`src/rtl/stream_supervisor.sv`:
```
// stream_supervisor: walks an I2S streaming datapath through PLL lock, frame sync and FIFO prefill, and recovers from FIFO faults.
// Define STREAM_SUPERVISOR_ERRCNT_EN to build the saturating underrun/overflow counters; without it the counter ports read 0.
module stream_supervisor #(
  parameter int LOCK_CYCLES   = 1024,
  parameter int SYNC_FRAMES   = 2,
  parameter int PREFILL_LEVEL = 8,
  parameter int LEVEL_W       = 5,
  parameter int FAULT_CYCLES  = 64,
  parameter int CNT_W         = 8
) (
  input  logic               clk,
  input  logic               rst,
  input  logic               pll_lock,
  input  logic               user_sw,
  input  logic               fclk,
  input  logic [LEVEL_W-1:0] fifo_level,
  input  logic               fifo_full,
  input  logic               fifo_empty,
  output logic               write_en,
  output logic               read_en,
  output logic               sys_rst,
  output logic               led_red,
  output logic               led_green,
  output logic               led_blue,
  output logic [2:0]         state,
  output logic [CNT_W-1:0]   underrun_cnt,
  output logic [CNT_W-1:0]   overflow_cnt
);

  localparam int TMR_MAX0 = (LOCK_CYCLES > FAULT_CYCLES) ? LOCK_CYCLES : FAULT_CYCLES;
  localparam int TMR_MAX  = (TMR_MAX0 > SYNC_FRAMES) ? TMR_MAX0 : SYNC_FRAMES;
  localparam int TMR_W    = $clog2(TMR_MAX + 1);

  localparam logic [TMR_W-1:0]   LOCK_LAST   = TMR_W'(LOCK_CYCLES - 1);
  localparam logic [TMR_W-1:0]   FRAME_LAST  = TMR_W'(SYNC_FRAMES - 1);
  localparam logic [TMR_W-1:0]   FAULT_LAST  = TMR_W'(FAULT_CYCLES - 1);
  localparam logic [LEVEL_W-1:0] PREFILL_LVL = LEVEL_W'(PREFILL_LEVEL);

  typedef enum logic [2:0] {
    IDLE     = 3'd0,
    LOCKWAIT = 3'd1,
    SYNC     = 3'd2,
    PREFILL  = 3'd3,
    RUN      = 3'd4,
    FAULT    = 3'd5
  } state_t;

  // Synchronizer bit order: {pll_lock, user_sw, fclk}
  logic [2:0]       meta_q, meta_d;
  logic [2:0]       sync_q, sync_d;
  logic             fclk_prev_q, fclk_prev_d;
  state_t           state_q, state_d;
  logic [TMR_W-1:0] tmr_q, tmr_d;
  logic [3:0]       out_q, out_d;

  logic lock_s, sw_s, fclk_fall;
  logic tmr_inc, uf_hit, of_hit;

  // {sys_rst, led_red, led_green, led_blue}; LEDs are active-low
  function automatic logic [3:0] decode_out(input state_t s);
    case (s)
      LOCKWAIT, FAULT: return 4'b1011;
      SYNC, PREFILL:   return 4'b0110;
      RUN:             return 4'b0101;
      default:         return 4'b1111;
    endcase
  endfunction

  assign lock_s    = sync_q[2];
  assign sw_s      = sync_q[1];
  assign fclk_fall = fclk_prev_q & ~sync_q[0];

  always_comb begin
    meta_d      = {pll_lock, user_sw, fclk};
    sync_d      = meta_q;
    fclk_prev_d = sync_q[0];
    state_d     = state_q;
    tmr_inc     = 1'b0;
    uf_hit      = 1'b0;
    of_hit      = 1'b0;
    if (state_q > FAULT) begin
      state_d = IDLE;
    end else if (!sw_s) begin
      state_d = IDLE;
    end else if (!lock_s && state_q != IDLE) begin
      state_d = LOCKWAIT;
    end else if (state_q == RUN && (fifo_empty || fifo_full)) begin
      state_d = FAULT;
      uf_hit  = fifo_empty;
      of_hit  = fifo_full;
    end else begin
      case (state_q)
        IDLE:     state_d = LOCKWAIT;
        LOCKWAIT: begin
          if (tmr_q == LOCK_LAST) state_d = SYNC;
          else                    tmr_inc = 1'b1;
        end
        SYNC: begin
          if (fclk_fall) begin
            if (tmr_q == FRAME_LAST) state_d = PREFILL;
            else                     tmr_inc = 1'b1;
          end
        end
        PREFILL:  if (fifo_level >= PREFILL_LVL) state_d = RUN;
        FAULT: begin
          if (tmr_q == FAULT_LAST) state_d = SYNC;
          else                     tmr_inc = 1'b1;
        end
        default:  state_d = state_q;
      endcase
    end
    // One timer serves lock, frame and fault counting; it restarts on every state change and on any lock drop
    if (state_d != state_q || !lock_s) tmr_d = '0;
    else if (tmr_inc)                  tmr_d = tmr_q + 1'b1;
    else                               tmr_d = tmr_q;
    out_d = decode_out(state_d);
  end

  always_ff @(posedge clk or posedge rst) begin
    if (rst) begin
      meta_q      <= '0;
      sync_q      <= '0;
      fclk_prev_q <= 1'b0;
      state_q     <= IDLE;
      tmr_q       <= '0;
      out_q       <= 4'b1111;
    end else begin
      meta_q      <= meta_d;
      sync_q      <= sync_d;
      fclk_prev_q <= fclk_prev_d;
      state_q     <= state_d;
      tmr_q       <= tmr_d;
      out_q       <= out_d;
    end
  end

  assign state     = state_q;
  assign write_en  = (state_q == PREFILL || state_q == RUN) && !fifo_full;
  assign read_en   = (state_q == RUN) && !fifo_empty;
  assign sys_rst   = out_q[3];
  assign led_red   = out_q[2];
  assign led_green = out_q[1];
  assign led_blue  = out_q[0];

`ifdef STREAM_SUPERVISOR_ERRCNT_EN
  logic [CNT_W-1:0] uf_cnt_q, uf_cnt_d, of_cnt_q, of_cnt_d;

  function automatic logic [CNT_W-1:0] sat_inc(input logic [CNT_W-1:0] v, input logic hit);
    if (hit && v != {CNT_W{1'b1}}) return v + 1'b1;
    return v;
  endfunction

  // Counters survive user_sw and lock loss; only rst clears them
  always_comb begin
    uf_cnt_d = sat_inc(uf_cnt_q, uf_hit);
    of_cnt_d = sat_inc(of_cnt_q, of_hit);
  end

  always_ff @(posedge clk or posedge rst) begin
    if (rst) begin
      uf_cnt_q <= '0;
      of_cnt_q <= '0;
    end else begin
      uf_cnt_q <= uf_cnt_d;
      of_cnt_q <= of_cnt_d;
    end
  end

  assign underrun_cnt = uf_cnt_q;
  assign overflow_cnt = of_cnt_q;
`else
  logic unused_hits;
  assign unused_hits  = uf_hit ^ of_hit;
  assign underrun_cnt = '0;
  assign overflow_cnt = '0;
`endif

endmodule

```
`config.mk`:
```
export PLATFORM = sky130hd
export DESIGN_NAME = stream_supervisor
export DESIGN_NICKNAME = d
export VERILOG_FILES = /design/src/rtl/stream_supervisor.sv
export SDC_FILE = /design/constraint.sdc
export NUM_CORES = 1
export LEC_CHECK = 0
export ABC_AREA = 1
export CAP_MARGIN = 5
export CORE_MARGIN = 4
export CORE_UTILIZATION = 45
export CTS_CLUSTER_SIZE = 20
export DETAILED_ROUTE_END_ITERATION = 7
export HOLD_SLACK_MARGIN = 0.06
export PLACE_DENSITY = 0.73
export SLEW_MARGIN = 10
export SYNTH_ARGS = -nofsm -noshare
export SYNTH_HDL_FRONTEND = slang
export SYNTH_SLANG_ARGS = --single-unit
```
`constraint.sdc`:
```
create_clock -name clk -period 4.83 [get_ports clk]
set_input_delay 1.2075 -clock clk [delete_from_list [all_inputs] [get_ports clk]]
set_output_delay 1.2075 -clock clk [all_outputs]
set_load 0.005 [all_outputs]
```
==> reports/qor_table.md <==
| Quantity | Reported |
|:---|:---|
| Run status | completed |
| Worst Setup SP | fifo_full |
| Critical path launch point type | input pin |
| Reg2reg setup slack | 2.77 ns |
| Hold/Removal Path Class | flip-flop to flip-flop |
| Req. time, crit path | 3.62 ns |
| Final slew viol count | 0 |
| Worst Reg2Reg Path Length in Cells | 12 |
| Final critical delay including setup and external delays | 3.47 ns |
| Area of the die | 0.00441 mm2 |
| Number of buffers inserted during clock tree synthesis | 3 |
| Number of instances in the synthesized netlist | 200 |
| Top achievable clock speed | 288 MHz |
| Multi-input gate area | 733 um2 |
| WL per Instance | 9.89 um |
| Area fraction of the dominant cell type after synthesis | 0.342 |
| Endpoint type of the worst setup path | output pin |
| Count of flip-flops with a built-in enable after synthesis | 0 |
| Number of flip-flops and latches in the synthesized netlist | 25 |
| Die span in y | 66.4 um |
| Synth warnings | 0 |
| Vias per std cell | 4.43 |
| Reg-to-reg critical path startpoint | tmr_q[0]$_DFFE_PP0P_ |
| Post-layout net count | 234 |
| Setup TNS | 0 ns |
| Effective utilization at floorplan | 0.487 |
| Relative slew slack | 0.395 |
| CTS tree | yes |
| First-pass GRT wire length | 4.34 mm |
| Final-report setup violation count | 0 |
| Via count of the first global-routing pass | 1018 |
| Pin slew with the least headroom to its limit | 0.907 ns |
| Worst-case vdd ir drop | 0.000148 V |
| Dpl hpwl | 2.07 mm |
| Share of flip-flops with an asynchronous set or reset after synthesis | 1.00 |
| Count of different cell masters after synthesis | 24 |
| Most frequent cell after synthesis | nand2_1 |
| Total vias in the final route | 1165 |
| Grt total ovfl | 0 |
| DRC violation total after the first TritonRoute iteration | 37 |
| Area delta synth->final | 11.7% |
| Post-CTS setup-driven buffer insertion count | 0 |
| Reg2Reg Capture Point | tmr_q[5]$_DFFE_PP0P_ |
| Drt drc | 0 |
| Number of core rows | 20 |
| Cell taking the most area after synthesis | dfrtp_1 |
| Largest driver fanout on the critical path | 2 |
| Power density relative to cell area | 206 mW/mm2 |
| Resized Gates After CTS | 0 |
| Clock slew at the register clock pins of the worst setup and hold paths | 0.13 ns |
| Max-Cap Viols | 0 |
| Antenna cells | 0 |
| Routed Antenna Nets | 0 |
| Power Total | 353 uW |
| Worst Hold Path Cells | 0 |
| Setup clock skew after layout | 0.00281 ns |
| Synthesized area | 0.00154 mm2 |
| Endpoint of the worst setup timing path | write_en |
| Most instantiated cells after synthesis | 47 x nand2_1, 25 x nor2_1, 22 x inv_1, 21 x dfrtp_1, 16 x buf_4 |
| Seq. cell area | 631 um2 |
| # H-tree levels | 1 |
| Sum of routed wire length over all layers | 2.60 mm |
| Bufs on Longest Clock Path | 2 |
| Number of endpoints with negative hold slack in the final report | 0 |
| Router iterations before antenna repair | 4 |
| Mean instance size in the synthesized netlist | 7.68 um2 |
| Arrival time at the worst endpoint | 2.26 ns |
| CTS Root Buffer Type | clkbuf_4 |
| Pin count of the biggest net entering global routing | 26 |
| Number of antenna violations at the first check in global routing | 0 |
| I/O pin cnt | 37 |
| Share of the clock period used by the worst path | 0.718 |
| Final-layout fill cell count | 324 |
| Overall routing resource usage | 0.128 |
| Worst skew pair latency | 0.31 ns |
| Seq/Total Area, Yosys | 0.410 |
| Leakage Power | 0.804 nW |
| Horiz. Die Dim | 66.4 um |
| Layout cells sized above 1 | 0.169 |
| Setup repair after global routing missed its margin | false |
| Most used flip-flop cell after synthesis | dfrtp_1 |
| Top area cells in the synthesized netlist | dfrtp_1 34%, nand2_1 11%, buf_4 7.8% |
| IO buf count | 17 |
| Sinks on Clock Net | 25 |
| Core Box Area | 0.00315 mm2 |
| RePlAce Congestion | 0.839 |
| Worst setup path category | input pin to output pin |
| CTS Hold Buffers Added | 0 |
==> cells by family (layout without fill, tap and decap cells) <==
family | count (synthesis) | count (layout) | share of synthesized area
compound gates | 8 | 8 | 0.0309
xor+xnor | 5 | 5 | 0.0285
fa+ha+maj | 2 | 2 | 0.0163
buf+inv | 43 | 47 | 0.149
flops | 25 | 25 | 0.410
other cells | 1 | 16 | 0.00244
simple gates | 116 | 116 | 0.362
==> stage by stage <==
| step | instances | setup slack, ns | hold WS [ns] | cell area [um2] | utilization |
|---|---|---|---|---|---|
| global route | 263 | 1.29 | 0.380 | 1720 | 0.544 |
| global placement | 259 | 1.38 | 0.332 | 1690 | 0.535 |
| finish | 263 | 1.36 | 0.364 | 1720 | 0.544 |
| detailed placement | 259 | 1.36 | 0.336 | 1690 | 0.535 |
| CTS | 263 | 1.36 | 0.368 | 1720 | 0.544 |
| floorplan | 215 | 2.29 | 0.331 | 1590 | - |
==> cell usage in the layout (no fill, tap or decap) <==
master           instances
clkdlybuf4s50_1         17
inv_2                    4
dfstp_2                  4
o21bai_1                 2
nand2_4                  1
clkinvlp_4               1
nor2_2                  14
inv_1                   22
conb_1                  16
o21ai_0                  2
nand4_1                  4
dfrtp_1                 21
nor2_4                   2
nor2_1                  25
xor2_1                   5
nand2_1                 47
clkbuf_4                 3
o21ai_1                  1
nand3_2                  4
nor3_1                   1
nand3_1                 14
nand2_2                  4
a21oi_1                  2
ha_1                     2
o21a_1                   1
==> sequential cells by signal (all words and copies together), names as in the netlist <==
name         cells
tmr_q           11
meta_q           3
state            3
fclk_prev_q      1
sync_q           3
out_q            4
==> how the worst min path moves through the flow <==
stage | from | end
after floorplan | meta_q[0]$_DFF_PP0_ | sync_q[0]$_DFF_PP0_
after global placement | meta_q[0]$_DFF_PP0_ | sync_q[0]$_DFF_PP0_
after detailed placement | meta_q[1]$_DFF_PP0_ | sync_q[1]$_DFF_PP0_
after CTS | meta_q[1]$_DFF_PP0_ | sync_q[1]$_DFF_PP0_
after global routing | meta_q[2]$_DFF_PP0_ | sync_q[2]$_DFF_PP0_
final | meta_q[0]$_DFF_PP0_ | sync_q[0]$_DFF_PP0_
==> area by class of cell <==
class	count	area share
multi-input combinational	147	0.427
sequential	25	0.367
clock buffer	3	0.0131
tap	44	0.0321
clock inverter	1	0.00437
timing repair buffer	17	0.0991
inverter	26	0.0569
==> worst max-delay path: stages <==
cell             delay, ns
clkdlybuf4s50_1       0.42
a21oi_1               0.12
clkdlybuf4s50_1       0.51
==> metal layers <==
metal  track usage  vias up  share of wire
met2         0.197       23           0.43
met3        0.0289        2          0.057
li1              -      624              -
met1         0.178      516           0.51
met5             0        -              0
met4        0.0381        0         0.0062
==> power by group <==
group | leakage (nW) | internal [mW] | switching (mW)
Sequential | 0.317 | 0.215 | 0.00305
Combinational | 0.472 | 0.0154 | 0.0260
Clock | 0.0139 | 0.0315 | 0.0615
Total | 0.804 | 0.262 | 0.0905
Note: power is estimated with default switching activity, not from simulation.
